===== src/rtl/run_ctrl_pkg.sv =====
// Shared definitions for the run controller: FSM state encoding, halt status
// codes and the system-instruction encodings that stop a run.
package run_ctrl_pkg;

    typedef enum logic [1:0] {
        S_IDLE = 2'd0,
        S_RUN  = 2'd1,
        S_DONE = 2'd2
    } run_state_e;

    localparam logic [1:0] STATUS_RUNNING    = 2'd0;
    localparam logic [1:0] STATUS_HALT_ECALL = 2'd1;
    localparam logic [1:0] STATUS_HALT_LOOP  = 2'd2;
    localparam logic [1:0] STATUS_TIMEOUT    = 2'd3;

    localparam logic [31:0] INSTR_ECALL  = 32'h0000_0073;
    localparam logic [31:0] INSTR_EBREAK = 32'h0010_0073;

endpackage


===== src/rtl/run_sat_counter.sv =====
// Saturating up-counter with synchronous clear (clear wins over enable).
module run_sat_counter #(
    parameter int W = 32
) (
    input  logic         clk,
    input  logic         rst_n,
    input  logic         en,
    input  logic         clr,
    output logic [W-1:0] count
);

    logic [W-1:0] count_q;
    logic [W-1:0] count_d;

    // Next count: clear, else increment unless already at all-ones.
    always_comb begin
        count_d = count_q;
        if (clr) begin
            count_d = '0;
        end else if (en && (count_q != {W{1'b1}})) begin
            count_d = count_q + W'(1);
        end
    end

    // Count register.
    always_ff @(posedge clk or negedge rst_n) begin
        if (!rst_n) begin
            count_q <= '0;
        end else begin
            count_q <= count_d;
        end
    end

    assign count = count_q;

endmodule


===== src/rtl/run_ctrl.sv =====
// Run controller: gates the core pipeline (free-run or single-step), counts
// enabled cycles and retirements, and halts on ECALL/EBREAK, a self-loop or
// the cycle budget. All outputs are registered.
module run_ctrl
    import run_ctrl_pkg::*;
#(
    parameter int XLEN        = 32,
    parameter int CNT_W       = 32,
    parameter int MAX_CYCLES  = 100,
    parameter int LOOP_REPEAT = 4
) (
    input  logic             clk,
    input  logic             rst_n,
    input  logic             start,
    input  logic             clear,
    input  logic             step_mode,
    input  logic             step,
    input  logic             retire_valid,
    input  logic [XLEN-1:0]  retire_pc,
    input  logic [XLEN-1:0]  retire_instr,
    output logic             core_en,
    output logic [CNT_W-1:0] cycle_count,
    output logic [CNT_W-1:0] instret_count,
    output logic             done,
    output logic [1:0]       status
);

    localparam int                REP_W      = $clog2(LOOP_REPEAT + 1);
    localparam logic [REP_W-1:0]  REP_LIMIT  = REP_W'(LOOP_REPEAT);
    localparam logic [CNT_W-1:0]  LAST_CYCLE = CNT_W'(MAX_CYCLES - 1);

    run_state_e       state_q, state_d;
    logic             core_en_q, core_en_d;
    logic             done_q, done_d;
    logic [1:0]       status_q, status_d;
    logic [REP_W-1:0] rep_q, rep_d;
    logic [XLEN-1:0]  last_pc_q, last_pc_d;
    logic             step_prev_q, step_prev_d;

    logic             cnt_clr;
    logic             qual_retire;
    logic             sys_hit;
    logic             loop_hit;
    logic             timeout_hit;
    logic             step_rise;

    // A retirement only counts when the pipeline was actually enabled.
    assign qual_retire = core_en_q && retire_valid;
    assign step_rise   = step && !step_prev_q;
    assign sys_hit     = qual_retire && ((retire_instr == XLEN'(INSTR_ECALL)) ||
                                         (retire_instr == XLEN'(INSTR_EBREAK)));
    assign timeout_hit = core_en_q && (cycle_count == LAST_CYCLE);

    // Next-state and registered-output logic; halt priority ECALL > LOOP > TIMEOUT.
    always_comb begin
        state_d     = state_q;
        status_d    = status_q;
        rep_d       = rep_q;
        last_pc_d   = last_pc_q;
        step_prev_d = step;
        cnt_clr     = 1'b0;
        loop_hit    = 1'b0;

        // rep_q == 0 marks "no previous retirement in this run".
        if (qual_retire) begin
            last_pc_d = retire_pc;
            if ((rep_q != '0) && (retire_pc == last_pc_q)) begin
                rep_d = rep_q + REP_W'(1);
            end else begin
                rep_d = REP_W'(1);
            end
            loop_hit = (rep_d == REP_LIMIT);
        end

        case (state_q)
            S_IDLE: begin
                if (start) begin
                    state_d  = S_RUN;
                    cnt_clr  = 1'b1;
                    rep_d    = '0;
                    status_d = STATUS_RUNNING;
                end
            end
            S_RUN: begin
                if (sys_hit) begin
                    state_d  = S_DONE;
                    status_d = STATUS_HALT_ECALL;
                end else if (loop_hit) begin
                    state_d  = S_DONE;
                    status_d = STATUS_HALT_LOOP;
                end else if (timeout_hit) begin
                    state_d  = S_DONE;
                    status_d = STATUS_TIMEOUT;
                end
            end
            S_DONE: begin
                if (clear) begin
                    state_d  = S_IDLE;
                    cnt_clr  = 1'b1;
                    rep_d    = '0;
                    status_d = STATUS_RUNNING;
                end
            end
            default: begin
                state_d = S_IDLE;
            end
        endcase

        // Enable is registered: a step edge sampled now grants the next cycle.
        core_en_d = (state_d == S_RUN) && (!step_mode || step_rise);
        done_d    = (state_d == S_DONE);
    end

    // Controller state and registered outputs.
    always_ff @(posedge clk or negedge rst_n) begin
        if (!rst_n) begin
            state_q     <= S_IDLE;
            core_en_q   <= 1'b0;
            done_q      <= 1'b0;
            status_q    <= STATUS_RUNNING;
            rep_q       <= '0;
            last_pc_q   <= '0;
            step_prev_q <= 1'b0;
        end else begin
            state_q     <= state_d;
            core_en_q   <= core_en_d;
            done_q      <= done_d;
            status_q    <= status_d;
            rep_q       <= rep_d;
            last_pc_q   <= last_pc_d;
            step_prev_q <= step_prev_d;
        end
    end

    run_sat_counter #(.W(CNT_W)) u_cycle_cnt (
        .clk   (clk),
        .rst_n (rst_n),
        .en    (core_en_q),
        .clr   (cnt_clr),
        .count (cycle_count)
    );

    run_sat_counter #(.W(CNT_W)) u_instret_cnt (
        .clk   (clk),
        .rst_n (rst_n),
        .en    (qual_retire),
        .clr   (cnt_clr),
        .count (instret_count)
    );

    assign core_en = core_en_q;
    assign done    = done_q;
    assign status  = status_q;

endmodule


===== config.mk =====
export PLATFORM = sky130hd
export DESIGN_NAME = run_ctrl
export DESIGN_NICKNAME = d
export VERILOG_FILES = /design/src/rtl/run_ctrl_pkg.sv /design/src/rtl/run_sat_counter.sv /design/src/rtl/run_ctrl.sv
export SDC_FILE = /design/constraint.sdc
export NUM_CORES = 1
export LEC_CHECK = 0
export CAP_MARGIN = 20
export CORE_UTILIZATION = 50
export CTS_CLUSTER_DIAMETER = 150
export DETAILED_ROUTE_END_ITERATION = 12
export HOLD_SLACK_MARGIN = 0.02
export PLACE_DENSITY = 0.81
export SYNTH_ARGS = -nofsm -noshare
export SYNTH_HDL_FRONTEND = slang
export SYNTH_SLANG_ARGS = --single-unit
export TNS_END_PERCENT = 20

===== constraint.sdc =====
create_clock -name clk -period 3.3 [get_ports clk]
set_input_delay 0.99 -clock clk [delete_from_list [all_inputs] [get_ports clk]]
set_output_delay 0.99 -clock clk [all_outputs]
set_load 0.005 [all_outputs]

# Word level (Yosys, flattened, before mapping)
# Cells that the tools add are included.
word_totals:
  wordCells: 70
  ff_bits: 106
  input_bits: 71
  output_inout_bits: 68
op_classes:
  reduce_logical: 18
  n_mux: 26
  eq_ne: 14
  add_sub_neg: 3
ops:
  columns: ["cell", "n"]
  rows:
  - ["two-way mux 32 bit", 4]
  - ["adder 32 x 1 -> 32 bit (second input constant)", 2]
  - ["equality test 32 x 7 -> 1 bit (second input constant)", 2]
  - ["!= test 32 bit (second input constant)", 2]
  - ["equality test 32 x 21 -> 1 bit (second input constant)", 1]
  - ["equality test 32 bit", 1]
  - ["two-way mux 2 bit", 10]
  - ["two-way mux 3 bit", 5]
  - ["case mux 2 bit (3 select lines)", 2]
  - ["logical AND 1 bit", 8]
  - ["case mux 3 bit (2 select lines)", 1]
  - ["nonzero test 3 bit", 2]
  - ["equality test 2 x 1 -> 1 bit (second input constant)", 2]
  - ["equality test 2 bit (second input constant)", 2]
  - ["!= test 2 bit (second input constant)", 2]
  - ["!= test 4 bit (second input constant)", 1]
  - ["AND reduction 4 bit", 1]
  - ["nonzero test 2 bit", 2]
  - ["adder 3 x 1 -> 3 bit (second input constant)", 1]
  - ["equality test 3 bit (second input constant)", 1]
  - ["two-way mux 1 bit", 3]
  - ["zero test 1 bit", 2]
  - ["zero test 2 bit", 1]
  - ["logical OR 1 bit", 2]
  - ["case mux 1 bit (2 select lines)", 1]

# Logic depth before layout (Yosys ltp)
logic_depth:
  ltp_word: 11
  ltp_mapped: 8
  depth_no_buf: 7

# By module
# Synthesis repeated with hierarchy kept, for this count alone.
hier_totals:
  cells_unflattened: 656
  hier_area_um2: 5949.5
by_module_without_submodules:
  columns: ["module", "seq_area_each_um2", "n_inst", "cells_each", "area_per_inst_um2"]
  rows:
  - ["run_sat_counter", 800.8, 2, 198, 1854.3]
  - ["run_ctrl", 1051.0, 1, 260, 2240.9]

# Worst setup path before layout
# OpenSTA, ideal clock, no wires.
synth_timing:
  path_kind: "input to register"
  from: "input retire_pc[4]"
  to: "register rep_q[2]"
  path_slack_ps: 982
  t_arrival_ps: 2236
  n_path_buf: 0
  setup_ps: 82
  path_stages: 6
  path_cell_list: "xnor2_1 > nand3_1 > a2111oi_0 > and3_1 > nand4_1 > a31oi_1"
synth_between:
  elab_chain_cells: 7
  word_cells_on_any_way: 8
  cone_classes: "eq/ne: 1; mux: 6; reduce/logical: 1"
synth_lines:
  columns: ["element", "line", "text"]
  rows:
  - ["from (decl)", "run_ctrl.sv:19", "input logic [XLEN-1:0] retire_pc,"]
  - ["equality test 32 bit *", "run_ctrl.sv:67", "if ((rep_q != '0) && (retire_pc == last_pc_q)) begin"]
  - ["logical AND 1 bit *", "run_ctrl.sv:67", null]
  - ["two-way mux 3 bit *", "run_ctrl.sv:67", null]
  - ["two-way mux 3 bit * (2 in series)", "run_ctrl.sv:65", "if (qual_retire) begin"]
  - ["two-way mux 3 bit, on equally long branches", "run_ctrl.sv:97, run_ctrl.sv:77", null]
  - ["case mux 3 bit (2 select lines) *", "run_ctrl.sv:75", "case (state_q)"]
  - ["net rep_d[2]", "run_ctrl.sv:36", "logic [REP_W-1:0] rep_q, rep_d;"]
  - ["to (signal assigned)", "run_ctrl.sv:129", "rep_q <= rep_d;"]
  - ["to (decl)", "run_ctrl.sv:36", null]
# Mark *: on every way through the listed nets, which the timed path passes. The rest lies on a longest branch. The select of a mux whose other input is x is not followed.
# A chain may end at the register's enable or synchronous reset.

# Worst setup path in the final report
# Same ends and word-level chain as after synthesis.

==> impl_metrics.toml <==
[global_route]
grt_pass1_vias = 4379
grt_pass1_wl_um = 20400
grt_usage_pct = 22.5
grt_max_degree = 67
antenna_found_initial = 0
grt_overflow = 0

[timing]
fin_skew_ns = 0.0109
setup_viol = 0
worst_pin_slew_ns = 0.678
timing.final.max_slew_violations = 0
hold_slack_ns = 0.530
maxSlewHeadroom_pct = 53.6
timing.fmax_mhz = 371
rsz0062_at_grt = "false"
fin_tns_setup_ns = 0
fin_crit_ns = 2.69
fin_crit_sh_pct = 81.7
hold_viol_final = 0

[yosys]
synth_seq_cells = 106
synth_top_cell_area_share_pct = 47.9
yosys.area_share.adder_pct = 0.904
muxShareOfSynthArea_pct = 7.05
ys_warn_count = 0
yosys.area_share.simple_pct = 23.7
ys_types = 50
synth_common_cells = "106 x dfrtp_1, 73 x nor2_1, 51 x xnor2_1"
yosysMostFrequentCell = "dfrtp_1"
syn_avg_cell_area_um2 = 10.4
synth_top_family_by_area = "simple AND/OR/NAND/NOR gates"
synth_area_leader_cell = "dfrtp_1"
synth_nets = 606
synth_edf_count = 0
syn_area_um2 = 5540
syn_inst = 531
synthXorXnorAreaFrac_pct = 14.2
ys_async_sr_fraction_pct = 100
synth-seq-area-share_pct = 47.9
synth_area_leaders = "dfrtp_1 48%, xnor2_1 8.1%, mux2_2 6.5%"
synth_compound_area_share_pct = 4.45
ys.flop_type = "dfrtp_1"

[detailed_routing]
drtIter0Drc = 208
routed-via-count = 4517
dr.pass1.iters = 4
drt-total-wl_um = 12500
wl_per_cell_um = 15.4
remaining_drc_errors = 0
viasPerCell = 5.56
ant_nets = 0

[clocking]
numCtsBuffers = 9
cts-htree-levels = 3
cts_tree = "done"
cts_resized = 0
postCtsSetupRepairBufs = 0
clock-sinks = 106
cts_hold_buf = 0
cts.clk_slew.worst_paths_ns = 0.10
root_buffer = "clkbuf_8"
clk_path_buf_depth = 2
worst_skew_pair.late_latency_ns = 0.36

[cells_and_area]
drive_above_1_share_pct = 9.38
area_growth_pct = 30.8
antenna_cells = 0
finalInstanceArea_um2 = 7240
fin_nets = 743

[floorplan]
core_area_um2 = 10800
std_cell_rows = 38
die_x_um = 107
dieArea_um2 = 11500
start_util_pct = 51.3
ios = 139
fp.dieH_um = 107

[worst_setup_path]
cp_max_fo = 4
arrival_ns = 2.98
cp-start-kind = "primary input"
cp-endpoint = "rep_q[2]"
timing_worst_setup_path_type = "in2reg"
r2r-start = "u_cycle_cnt.count[0]"
cp.required_ns = 3.59
reg2regPathDepth = 7
critPathLaunch = "retire_pc[4]"
timing.rr.end = "u_cycle_cnt.count[6]"
critPathCaptureType = "flop"
rrSetupSlack_ns = 0.89

[pwr]
seqPwrFrac_pct = 52.5
clockPowerShare_pct = 22.5
swShare_pct = 29.5
power_w = 0.00326
power_switching_w = 0.000960
combPwrFrac_pct = 24.9
intPower_w = 0.00230
power_density_nw_per_um2 = 450
leakage_nw = 2.92
vdd_drop_max_mv = 0.323

[place]
dp_hpwl_um = 9320
gp_congestion = 0.842
placed_area_um2 = 7070
portBuffers = 137

[worst_hold_path]
hold_path_class = "reg2reg"

[outcome]
status = "complete, no violations"

[run]
max-cap-violations = 0
[layout make-up]
type                    count  area (um^2)
fillers                   822         3550
multi-input cells         402         2790
flip-flops and latches    106         2650
repair buffers            140         1420
well taps                 140          175
clock buffers              13          159
inverters                   9         33.8
clock inverters             2         12.5
[kinds of logic after synthesis]
family          count (synthesis)
fa+ha+maj                       4
flops                         106
compound gates                 31
xor+xnor                       90
mux                            35
simple gates                  242
buf+inv                        23
[per-layer routing]
metal | part of all wire, % | wire length (um) | track usage [%] | vias to the layer above
met3 | 7.0 | 873 | 5.96 | 7
met5 | 0 | 0 | 0 | -
met1 | 42 | 5270 | 28.7 | 2213
met4 | 0.76 | 95 | 6.16 | 0
met2 | 50 | 6240 | 37.7 | 135
li1 | - | - | - | 2162
[cells in the final DEF (no fill, tap or decap), types with 3 or more instances in the layout]
master | netlist | final
dfrtp_1 | 106 | 106
nor2_1 | 73 | 72
o21ai_0 | 8 | 8
a31oi_1 | 3 | 3
mux2i_1 | 3 | 3
mux2_2 | 32 | 32
or3_1 | 5 | 5
nand3_1 | 37 | 37
xor2_1 | 39 | 39
nor4_1 | 13 | 13
a21oi_1 | 8 | 8
nand2_1 | 25 | 25
inv_1 | 9 | 9
nand4_1 | 33 | 33
nand2b_1 | 3 | 3
nor3_1 | 9 | 9
and4_1 | 9 | 9
clkdlybuf4s50_1 | 0 | 136
and3_1 | 17 | 17
clkbuf_8 | 0 | 11
ha_1 | 4 | 4
xnor2_1 | 51 | 51
[per-stage QoR]
stage | utilization, % | std cells | worst slack [ns]
6_report | 67.1 | 812 | 0.606
5_1_grt | 67.1 | 812 | 0.430
4_1_cts | 67.1 | 812 | 0.623
3_5_place_dp | 65.5 | 797 | 0.211
3_3_place_gp | 65.5 | 797 | 0.339
2_1_floorplan | - | 531 | 0.982
[state kept, by name, summed over array words and instances (netlist names)]
name	cells
last_pc_q	32
core_en	1
step_prev_q	1
u_cycle_cnt.count	32
rep_q	3
state_q	2
status	2
done	1
u_instret_cnt.count	32
[how the worst min path moves through the flow]
stage / from / end / depth (start not counted)
3_3_place_gp: status[1] / status[1] / 2
5_1_grt: step_prev_q / core_en / 2
6_report: step_prev_q / core_en / 2
3_5_place_dp: step_prev_q / core_en / 2
2_1_floorplan: step_prev_q / core_en / 2
4_1_cts: step_prev_q / core_en / 2
[worst max-delay path, cell delays in order]
cell	delay [ns]
clkdlybuf4s50_1	0.51
xnor2_1	0.13
nand3_1	0.10
a2111oi_0	0.60
and3_1	0.34
nand4_1	0.12
a31oi_1	0.20
[power by group through the flow]
stage / Clock [W] / Sequential (W) / Combinational [W]
after global routing: 0.000796 / 0.00174 / 0.000904
after CTS: 0.000752 / 0.00171 / 0.000823
final: 0.000735 / 0.00171 / 0.000812
after detailed placement: 0 / 0.00174 / 0.000821
after floorplan: 0 / 0.00169 / 0.000391
after global placement: 0 / 0.00172 / 0.000797
No activity file was read; power rests on OpenSTA's default activity.
